==> src/rtl/spi_slave.sv <==
// SPI mode-0 slave: synchronizes the master's pins into the sclk domain, shifts bytes
// in and out, and double-buffers transmit data so multi-byte frames stream without gaps.
`timescale 1ns/1ps
module spi_slave #(
  parameter int DATA_W = 8
) (
  input  logic              sclk,
  input  logic              rst_n,
  input  logic              SPI_SCLK,
  input  logic              SPI_CSN,
  input  logic              SPI_MOSI,
  output logic              SPI_MISO,
  input  logic [DATA_W-1:0] tx_data,
  input  logic              tx_load,
  output logic              tx_ready,
  output logic [DATA_W-1:0] rx_data,
  output logic              rx_valid,
  output logic              frame_err,
  output logic              busy
);

  localparam int CNT_W = (DATA_W > 1) ? $clog2(DATA_W) : 1;
  localparam logic [CNT_W-1:0] CNT_LAST = CNT_W'(DATA_W - 1);

  typedef enum logic [1:0] {WAIT, IDLE, ACTIVE} state_t;

  state_t            state_q, state_d;
  logic [2:0]        sck_sync_q, sck_sync_d;
  logic [2:0]        csn_sync_q, csn_sync_d;
  logic [1:0]        mosi_sync_q, mosi_sync_d;
  logic [1:0]        flush_q, flush_d;
  logic [CNT_W-1:0]  cnt_q, cnt_d;
  logic              wrap_q, wrap_d;
  logic [DATA_W-1:0] tx_buf_q, tx_buf_d;
  logic              tx_ready_q, tx_ready_d;
  logic [DATA_W-1:0] tx_sh_q, tx_sh_d;
  logic [DATA_W-1:0] rx_sh_q, rx_sh_d;
  logic [DATA_W-1:0] rx_data_q, rx_data_d;
  logic              rx_valid_q, rx_valid_d;
  logic              frame_err_q, frame_err_d;

  logic              sck_rise, sck_fall, csn_rise, csn_fall, buf_load;
  logic [DATA_W-1:0] buf_data;

  always_ff @(posedge sclk) begin
    if (!rst_n) begin
      state_q     <= WAIT;
      sck_sync_q  <= '0;
      csn_sync_q  <= '1;
      mosi_sync_q <= '0;
      flush_q     <= '0;
      cnt_q       <= '0;
      wrap_q      <= 1'b0;
      tx_buf_q    <= '0;
      tx_ready_q  <= 1'b1;
      tx_sh_q     <= '0;
      rx_sh_q     <= '0;
      rx_data_q   <= '0;
      rx_valid_q  <= 1'b0;
      frame_err_q <= 1'b0;
    end else begin
      state_q     <= state_d;
      sck_sync_q  <= sck_sync_d;
      csn_sync_q  <= csn_sync_d;
      mosi_sync_q <= mosi_sync_d;
      flush_q     <= flush_d;
      cnt_q       <= cnt_d;
      wrap_q      <= wrap_d;
      tx_buf_q    <= tx_buf_d;
      tx_ready_q  <= tx_ready_d;
      tx_sh_q     <= tx_sh_d;
      rx_sh_q     <= rx_sh_d;
      rx_data_q   <= rx_data_d;
      rx_valid_q  <= rx_valid_d;
      frame_err_q <= frame_err_d;
    end
  end

  always_comb begin
    sck_sync_d  = {sck_sync_q[1:0], SPI_SCLK};
    csn_sync_d  = {csn_sync_q[1:0], SPI_CSN};
    mosi_sync_d = {mosi_sync_q[0], SPI_MOSI};

    sck_rise = sck_sync_q[1] & ~sck_sync_q[2];
    sck_fall = ~sck_sync_q[1] & sck_sync_q[2];
    csn_rise = csn_sync_q[1] & ~csn_sync_q[2];
    csn_fall = ~csn_sync_q[1] & csn_sync_q[2];
    buf_data = tx_ready_q ? '0 : tx_buf_q;

    state_d     = state_q;
    flush_d     = (flush_q == 2'd2) ? flush_q : flush_q + 2'd1;
    cnt_d       = cnt_q;
    wrap_d      = wrap_q;
    tx_buf_d    = tx_buf_q;
    tx_ready_d  = tx_ready_q;
    tx_sh_d     = tx_sh_q;
    rx_sh_d     = rx_sh_q;
    rx_data_d   = rx_data_q;
    rx_valid_d  = 1'b0;
    frame_err_d = 1'b0;
    buf_load    = 1'b0;

    case (state_q)
      // The synchronizers come out of reset at the idle level, so CSN is only trusted
      // once the real pin value has propagated through both stages.
      WAIT: begin
        if (flush_q == 2'd2 && csn_sync_q[1]) state_d = IDLE;
      end
      IDLE: begin
        if (csn_fall) begin
          state_d  = ACTIVE;
          tx_sh_d  = buf_data;
          buf_load = 1'b1;
          cnt_d    = '0;
          wrap_d   = 1'b0;
        end
      end
      ACTIVE: begin
        if (csn_rise) begin
          state_d     = IDLE;
          frame_err_d = (cnt_q != '0);
          wrap_d      = 1'b0;
        end else begin
          if (sck_rise) begin
            rx_sh_d = {rx_sh_q[DATA_W-2:0], mosi_sync_q[1]};
            if (cnt_q == CNT_LAST) begin
              cnt_d      = '0;
              wrap_d     = 1'b1;
              rx_data_d  = {rx_sh_q[DATA_W-2:0], mosi_sync_q[1]};
              rx_valid_d = 1'b1;
            end else begin
              cnt_d = cnt_q + CNT_W'(1);
            end
          end
          // The fall after the last bit hands the next buffered byte straight to MISO.
          if (sck_fall) begin
            if (wrap_q) begin
              tx_sh_d  = buf_data;
              buf_load = 1'b1;
              wrap_d   = 1'b0;
            end else begin
              tx_sh_d = tx_sh_q << 1;
            end
          end
        end
      end
      default: state_d = WAIT;
    endcase

    if (buf_load) begin
      tx_ready_d = 1'b1;
    end else if (tx_load && tx_ready_q) begin
      tx_buf_d   = tx_data;
      tx_ready_d = 1'b0;
    end
  end

  assign SPI_MISO  = (state_q == ACTIVE) & tx_sh_q[DATA_W-1];
  assign busy      = (state_q == ACTIVE);
  assign tx_ready  = tx_ready_q;
  assign rx_data   = rx_data_q;
  assign rx_valid  = rx_valid_q;
  assign frame_err = frame_err_q;

endmodule

==> config.mk <==
export PLATFORM = sky130hd
export DESIGN_NAME = spi_slave
export DESIGN_NICKNAME = d
export VERILOG_FILES = /design/src/rtl/spi_slave.sv
export SDC_FILE = /design/constraint.sdc
export NUM_CORES = 1
export LEC_CHECK = 0
export CAP_MARGIN = 20
export CORE_MARGIN = 3
export CORE_UTILIZATION = 58
export CTS_CLUSTER_SIZE = 10
export DETAILED_ROUTE_END_ITERATION = 6
export GPL_TIMING_DRIVEN = 0
export HOLD_SLACK_MARGIN = 0.12
export PLACE_DENSITY = 0.92
export REMOVE_ABC_BUFFERS = 1
export SLEW_MARGIN = 20
export SYNTH_ARGS = -nofsm -noshare
export SYNTH_HDL_FRONTEND = slang
export SYNTH_SLANG_ARGS = --single-unit
==> constraint.sdc <==
create_clock -name sclk -period 3.19 [get_ports sclk]
set_input_delay 0.638 -clock sclk [delete_from_list [all_inputs] [get_ports sclk]]
set_output_delay 0.638 -clock sclk [all_outputs]
set_load 0.01 [all_outputs]
==> results.cfg, run 1 <==
[cts]
root_buffer = clkbuf_4
cts_made_buffers = 5
htree_levels = 2
cts-hold-fix-buffers = 0
cts_resized = 0
clkSinkCount = 50
clk_pin_slew_worst_paths_ns = 0.14
cts_tree = built
clk_latency_ns = 0.36
cts_buffer_depth = 2
post_cts_buffers = 0

[floorplanning]
start_util = 0.6168
die_h_um = 66.27
rows = 21
pin_count = 27
core_area_mm2 = 0.003416
die-area_mm2 = 0.004392
die_x_um = 66.27

[flow_run]
max-cap-violations = 0

[grt]
grt_max_degree = 37
grt_pass1_wl_mm = 6.127
grt_usage = 0.1839
grt_overflow = 0
antenna_found_initial = 0
grt_pass1_vias = 1417

[pwr]
total_power_uw = 1203
internal_power_uw = 858.0
p_per_area_mw_per_mm2 = 493.9
p_leak_uw = 0.001110
switching_share = 0.2865
power_frac_seq = 0.565
clockPowerShare = 0.229
vdd_ir_drop_max_mv = 0.3319
power.share.combinational = 0.206
power_switching_uw = 344.5

[layout]
multi_input_comb_area_mm2 = 0.001031
nets = 267
fillers = 267
final_cell_mix = dfxtp_1 (50), mux2i_1 (26), clkdlybuf4s50_1 (25)
num_antenna_cells = 0
final_common_cell = dfxtp_1
area_growth_pct = 15.56
layout-drive-gt1-share = 0.05714
final_cells = 291
seq_area_mm2 = 0.001001

[route]
post_drt_via_cell_ratio = 5.371
drtPass1Iterations = 4
drt_iter0_markers = 97
postRouteAntennaNets = 0
drc_errors = 0
routed_wl_mm = 3.664
num_vias = 1563
wl_per_cell_um = 12.59

[placement]
dpl_worst_slack_ns = -0.04250
hpwl_mm = 2.624
io_buffers = 26
gp_congestion = 0.7573
placedCellCount = 284

[synthesis]
async_reset_ff_frac = 0
synthFlopType = dfxtp_1
yosysWarnings = 0
ys_types = 30
syn_area_mm2 = 0.002107
yosysSeqAreaShare = 0.4751
ys_seq_elements = 50
synth_edf_count = 0
syn_inst = 221
postSynthAreaPerCell_um2 = 9.534

[timing]
tns_ns = 0
grt_setup_unrepaired = no
fmax_mhz = 344.5
finalCriticalPeriod_ns = 2.903
worstMarginPinSlew_ns = 0.8075
maxSlewViolCount = 0
relSlewSlack = 0.4617
hold_viol = 0
fin_crit_sh = 0.9100
fin_ws_ns = 0.2871
finalSetupViolCount = 0
skew_ns = 0.01159

[critical_path]
required_ns = 2.55
critPathMaxFanout = 25
critPathLaunchType = flop
r2r-start = state_q[0]$_SDFFE_PN0P_
path_cells = inv_1 -> ha_1 -> and2_1 -> clkdlybuf4s50_1
end_kind = output port
arrival_ns = 2.26
reg2reg_slack_ns = 0.74
r2r_end = wrap_q$_SDFFE_PN0P_
crit_type = flop to output port
reg2regPathDepth = 5
cp_slowest_stage_delay_ns = 0.69
cp_slowest_cell = ha_1

[min_path]
hold_path.class = flop to flop
hold_end = csn_sync_q[1]$_SDFF_PN1_
min_path_cells = 1
min_from = csn_sync_q[0]$_SDFF_PN1_

[status]
status = completed
[stage by stage]
step           hold WS [ns]  area (um^2)  utilization
2_1_floorplan        0.3863         2069            -
3_3_place_gp         0.3895         2387       0.6989
3_5_place_dp         0.3958         2387       0.6989
4_1_cts              0.4275         2440       0.7143
5_1_grt              0.4532         2435       0.7128
6_report             0.4262         2435       0.7128
[critical path: cells and delay by family, from the launching register on]
family                     cells  cell delay (ns)
adders and majority gates      1             0.69
buffers and inverters          2             0.62
DFF                            1             0.37
and+or+nand+nor                1             0.23
[cells in the mapped netlist (all sizes together) (3+ instances only)]
master / number / area share
inv: 10 / 0.018
a22o: 8 / 0.033
and3: 14 / 0.042
nand2: 17 / 0.030
ha: 8 / 0.048
a21oi: 7 / 0.018
and2: 6 / 0.018
nor2b: 3 / 0.0089
nand4: 4 / 0.012
clkbuf: 6 / 0.011
nor3: 4 / 0.0095
nand2b: 8 / 0.024
mux2i: 26 / 0.12
nand3: 3 / 0.0071
buf: 3 / 0.0071
o21ai: 8 / 0.019
nor2: 23 / 0.041
dfxtp: 50 / 0.48
[per-layer routing]
| layer | wire, um | global-route usage |
|---|---|---|
| met5 | 0 | 0 |
| met4 | 55 | 0.07614 |
| met3 | 126 | 0.05612 |
| met2 | 1751 | 0.3048 |
| met1 | 1731 | 0.2194 |
[how the worst max path moves through the flow]
stage	start	to	cells after the start
2_1_floorplan	state_q[0]$_SDFFE_PN0P_	state_q[1]$_SDFFE_PN0P_	6
3_3_place_gp	rst_n	tx_buf_q[4]$_SDFFE_PN0P_	5
3_5_place_dp	rst_n	tx_buf_q[4]$_SDFFE_PN0P_	5
4_1_cts	state_q[0]$_SDFFE_PN0P_	SPI_MISO	4
5_1_grt	state_q[0]$_SDFFE_PN0P_	SPI_MISO	4
6_report	state_q[0]$_SDFFE_PN0P_	SPI_MISO	4
[power groups by stage]
stage	logic [uW]	clock network, uW	registers, uW
final	248	275	679
after CTS	250	281	679
after detailed placement	249	0	693
after floorplan	187	0	687
after global placement	235	0	691
after global routing	280	302	685
[final cells by class]
class,count,share of cell area
tap,46,0.02364
sequential,50,0.4111
multi-input combinational,152,0.4234
inverter,10,0.01542
clock inverter,2,0.006166
timing repair buffer,26,0.1048
clock buffer,5,0.01542
[flip-flops by register name (all words and copies together), names as in the netlist]
register     flops
rx_data          8
tx_buf_q         8
tx_sh_q          8
rx_sh_q          7
cnt_q            3
csn_sync_q       3
sck_sync_q       3
flush_q          2
mosi_sync_q      2
state_q          2
frame_err        1
rx_valid         1
tx_ready         1
wrap_q           1
[logic make-up after synthesis]
kind of cell,after synthesis,synth area share
and+or+nand+nor,84,0.2007
DFF,50,0.4751
AOI/OAI and AO/OA,32,0.1081
muxes,27,0.1289
buffers and inverters,19,0.03563
adders and majority gates,8,0.04751
xor gates and xnor gates,1,0.004158
Note: power is estimated with default switching activity, not from simulation.
==> run 2: changes to the inputs <==
--- a/config.mk
+++ b/config.mk
@@ -14,6 +14,7 @@
 export HOLD_SLACK_MARGIN = 0.12
 export PLACE_DENSITY = 0.92
 export REMOVE_ABC_BUFFERS = 1
+export SKIP_CTS_REPAIR_TIMING = 1
 export SLEW_MARGIN = 20
 export SYNTH_ARGS = -nofsm -noshare
 export SYNTH_HDL_FRONTEND = slang
==> results of run 2 <==
Final layout, timing and power as in run 1 (identical DEF).
==> run 3: changes to the inputs <==
--- a/config.mk
+++ b/config.mk
@@ -7,12 +7,13 @@
 export LEC_CHECK = 0
 export CAP_MARGIN = 20
 export CORE_MARGIN = 3
-export CORE_UTILIZATION = 58
+export CORE_UTILIZATION = 61
 export CTS_CLUSTER_SIZE = 10
 export DETAILED_ROUTE_END_ITERATION = 6
+export DONT_BUFFER_PORTS = 1
 export GPL_TIMING_DRIVEN = 0
 export HOLD_SLACK_MARGIN = 0.12
-export PLACE_DENSITY = 0.92
+export PLACE_DENSITY = 0.86
 export REMOVE_ABC_BUFFERS = 1
 export SKIP_CTS_REPAIR_TIMING = 1
 export SLEW_MARGIN = 20
==> run 3 against run 2 <==
Effect of this change:
- hold slack worse by 0.091 ns
- combinational power is 9.3% lower
- via count is 3.5% lower
- first-iteration DRC count is 25% lower
- cell count is 9.3% lower
- worst setup slack better by 0.35 ns
- global-route usage is 2.3 points higher
- critical path depth is 1 higher
- non-clock buffer count is 26 lower
- design area is 10% lower
- sequential power hardly changed
- critical path type is now flop to flop
- critical endpoint is now rx_data[4]$_SDFFE_PN0P_
- largest cell class unchanged
- largest power group unchanged
- highest routed layer unchanged
==> results.cfg, run 3 (synthesis results as in run 1) <==
[status]
status = completed

[layout]
nets = 241
final_common_cell = dfxtp_1
area_growth_pct = 3.682
final_util = 0.6874
num_antenna_cells = 0
layout-drive-gt1-share = 0.05909
fillers = 274
final_cell_mix = dfxtp_1 (50), mux2i_1 (26), nor2_1 (23)

[min_path]
hold_path.class = input port to flop

[timing]
fmax_mhz = 391.0
worstMarginPinSlew_ns = 0.9063
fin_crit_sh = 0.8018
skew_ns = 0.007595
hold_viol = 0
finalCriticalPeriod_ns = 2.558
relSlewSlack = 0.3958
finalSetupViolCount = 0
grt_setup_unrepaired = no
tns_ns = 0
maxSlewViolCount = 0

[critical_path]
critPathMaxFanout = 25
critPathLaunchType = flop
arrival_ns = 2.81
cp_slowest_cell = nand4_1
cp_num_buf_inv = 1
crit_type = flop to flop
cp_top_family = simple AND/OR/NAND/NOR gates
end_kind = flop
path_cells = inv_1 -> ha_1 -> nand4_1 -> mux2i_1 -> nor2_1
required_ns = 3.44
cp_slowest_stage_delay_ns = 0.77

[pwr]
p_leak_uw = 0.001027
vdd_ir_drop_max_mv = 0.3760
p_per_area_mw_per_mm2 = 550.4

[floorplanning]
core_area_mm2 = 0.003178
die_x_um = 64.77
die_h_um = 64.77
pin_count = 27
start_util = 0.6630
rows = 20
die-area_mm2 = 0.004195

[route]
routed_wl_mm = 3.782
drtPass1Iterations = 4
num_vias = 1508
drc_errors = 0
postRouteAntennaNets = 0
wl_per_cell_um = 14.33
post_drt_via_cell_ratio = 5.712
drt_iter0_markers = 73

[cts]
clk_pin_slew_worst_paths_ns = 0.13
cts_made_buffers = 5
htree_levels = 2
cts_buffer_depth = 2
root_buffer = clkbuf_4
clk_latency_ns = 0.38
clkSinkCount = 50
cts_tree = built

[grt]
grt_overflow = 0
grt_max_degree = 37
grt_pass1_wl_mm = 6.637
grt_usage = 0.2066
grt_pass1_vias = 1476
antenna_found_initial = 0

[placement]
io_buffers = 0
hpwl_mm = 2.540
gp_congestion = 0.7646

[flow_run]
max-cap-violations = 0
[run 3: worst register-to-register path, cell delays in order, from the launching register on]
cell and delay (ns):
dfxtp_1 0.36, inv_1 0.10, ha_1 0.76, nand4_1 0.78
mux2i_1 0.38, nor2_1 0.07
[run 3: through the flow]
stage | cells | hold WS, ns | power (uW) | worst slack, ns | instance area [um^2]
after floorplan | 212 | 0.3863 | 874.4 | 1.222 | 2069
after global placement | 256 | 0.3917 | 905.0 | 0.6978 | 2125
after detailed placement | 256 | 0.3970 | 918.7 | 0.6578 | 2125
after CTS | 264 | 0.3241 | 1207 | 0.6284 | 2185
after global routing | 264 | 0.3124 | 1266 | 0.3728 | 2185
final | 264 | 0.3349 | 1202 | 0.6322 | 2185
[run 3: layout make-up]
class	instances	area [um^2]	share of cell area
Tap cell	44	55.05	0.02520
Sequential cell	50	1001	0.4582
Clock inverter	1	5.005	0.002291
Clock buffer	7	55.05	0.02520
Multi-Input combinational cell	152	1031	0.4719
Inverter	10	37.54	0.01718
[run 3: report_power, final]
| part | total, uW | internal (uW) | leakage [uW] | switching (uW) |
|---|---|---|---|---|
| sequential | 680 | 657 | 0.000407 | 22.8 |
| clock | 297 | 107 | 0.0000353 | 190 |
| combinational | 225 | 105 | 0.000585 | 120 |
[run 3: metal layers]
metal  wire length [um]  GRT usage  vias to the layer above
met5                  0          0                        -
met4                 95     0.1240                        0
met3                197    0.06412                        7
met2               1761     0.3167                       32
met1               1727     0.2527                      705
li1                   -          -                      764
[run 3: worst paths after layout]
kind                       startpoint                  endpoint  slack, ns  cells after the start
max reg2reg   state_q[0]$_SDFFE_PN0P_   rx_data[4]$_SDFFE_PN0P_       0.63                      5
min reg2reg  csn_sync_q[0]$_SDFF_PN1_  csn_sync_q[1]$_SDFF_PN1_       0.43                      1
min                           tx_load     tx_ready$_SDFFE_PP1P_       0.33                      1
max           state_q[0]$_SDFFE_PN0P_   rx_data[4]$_SDFFE_PN0P_       0.63                      5
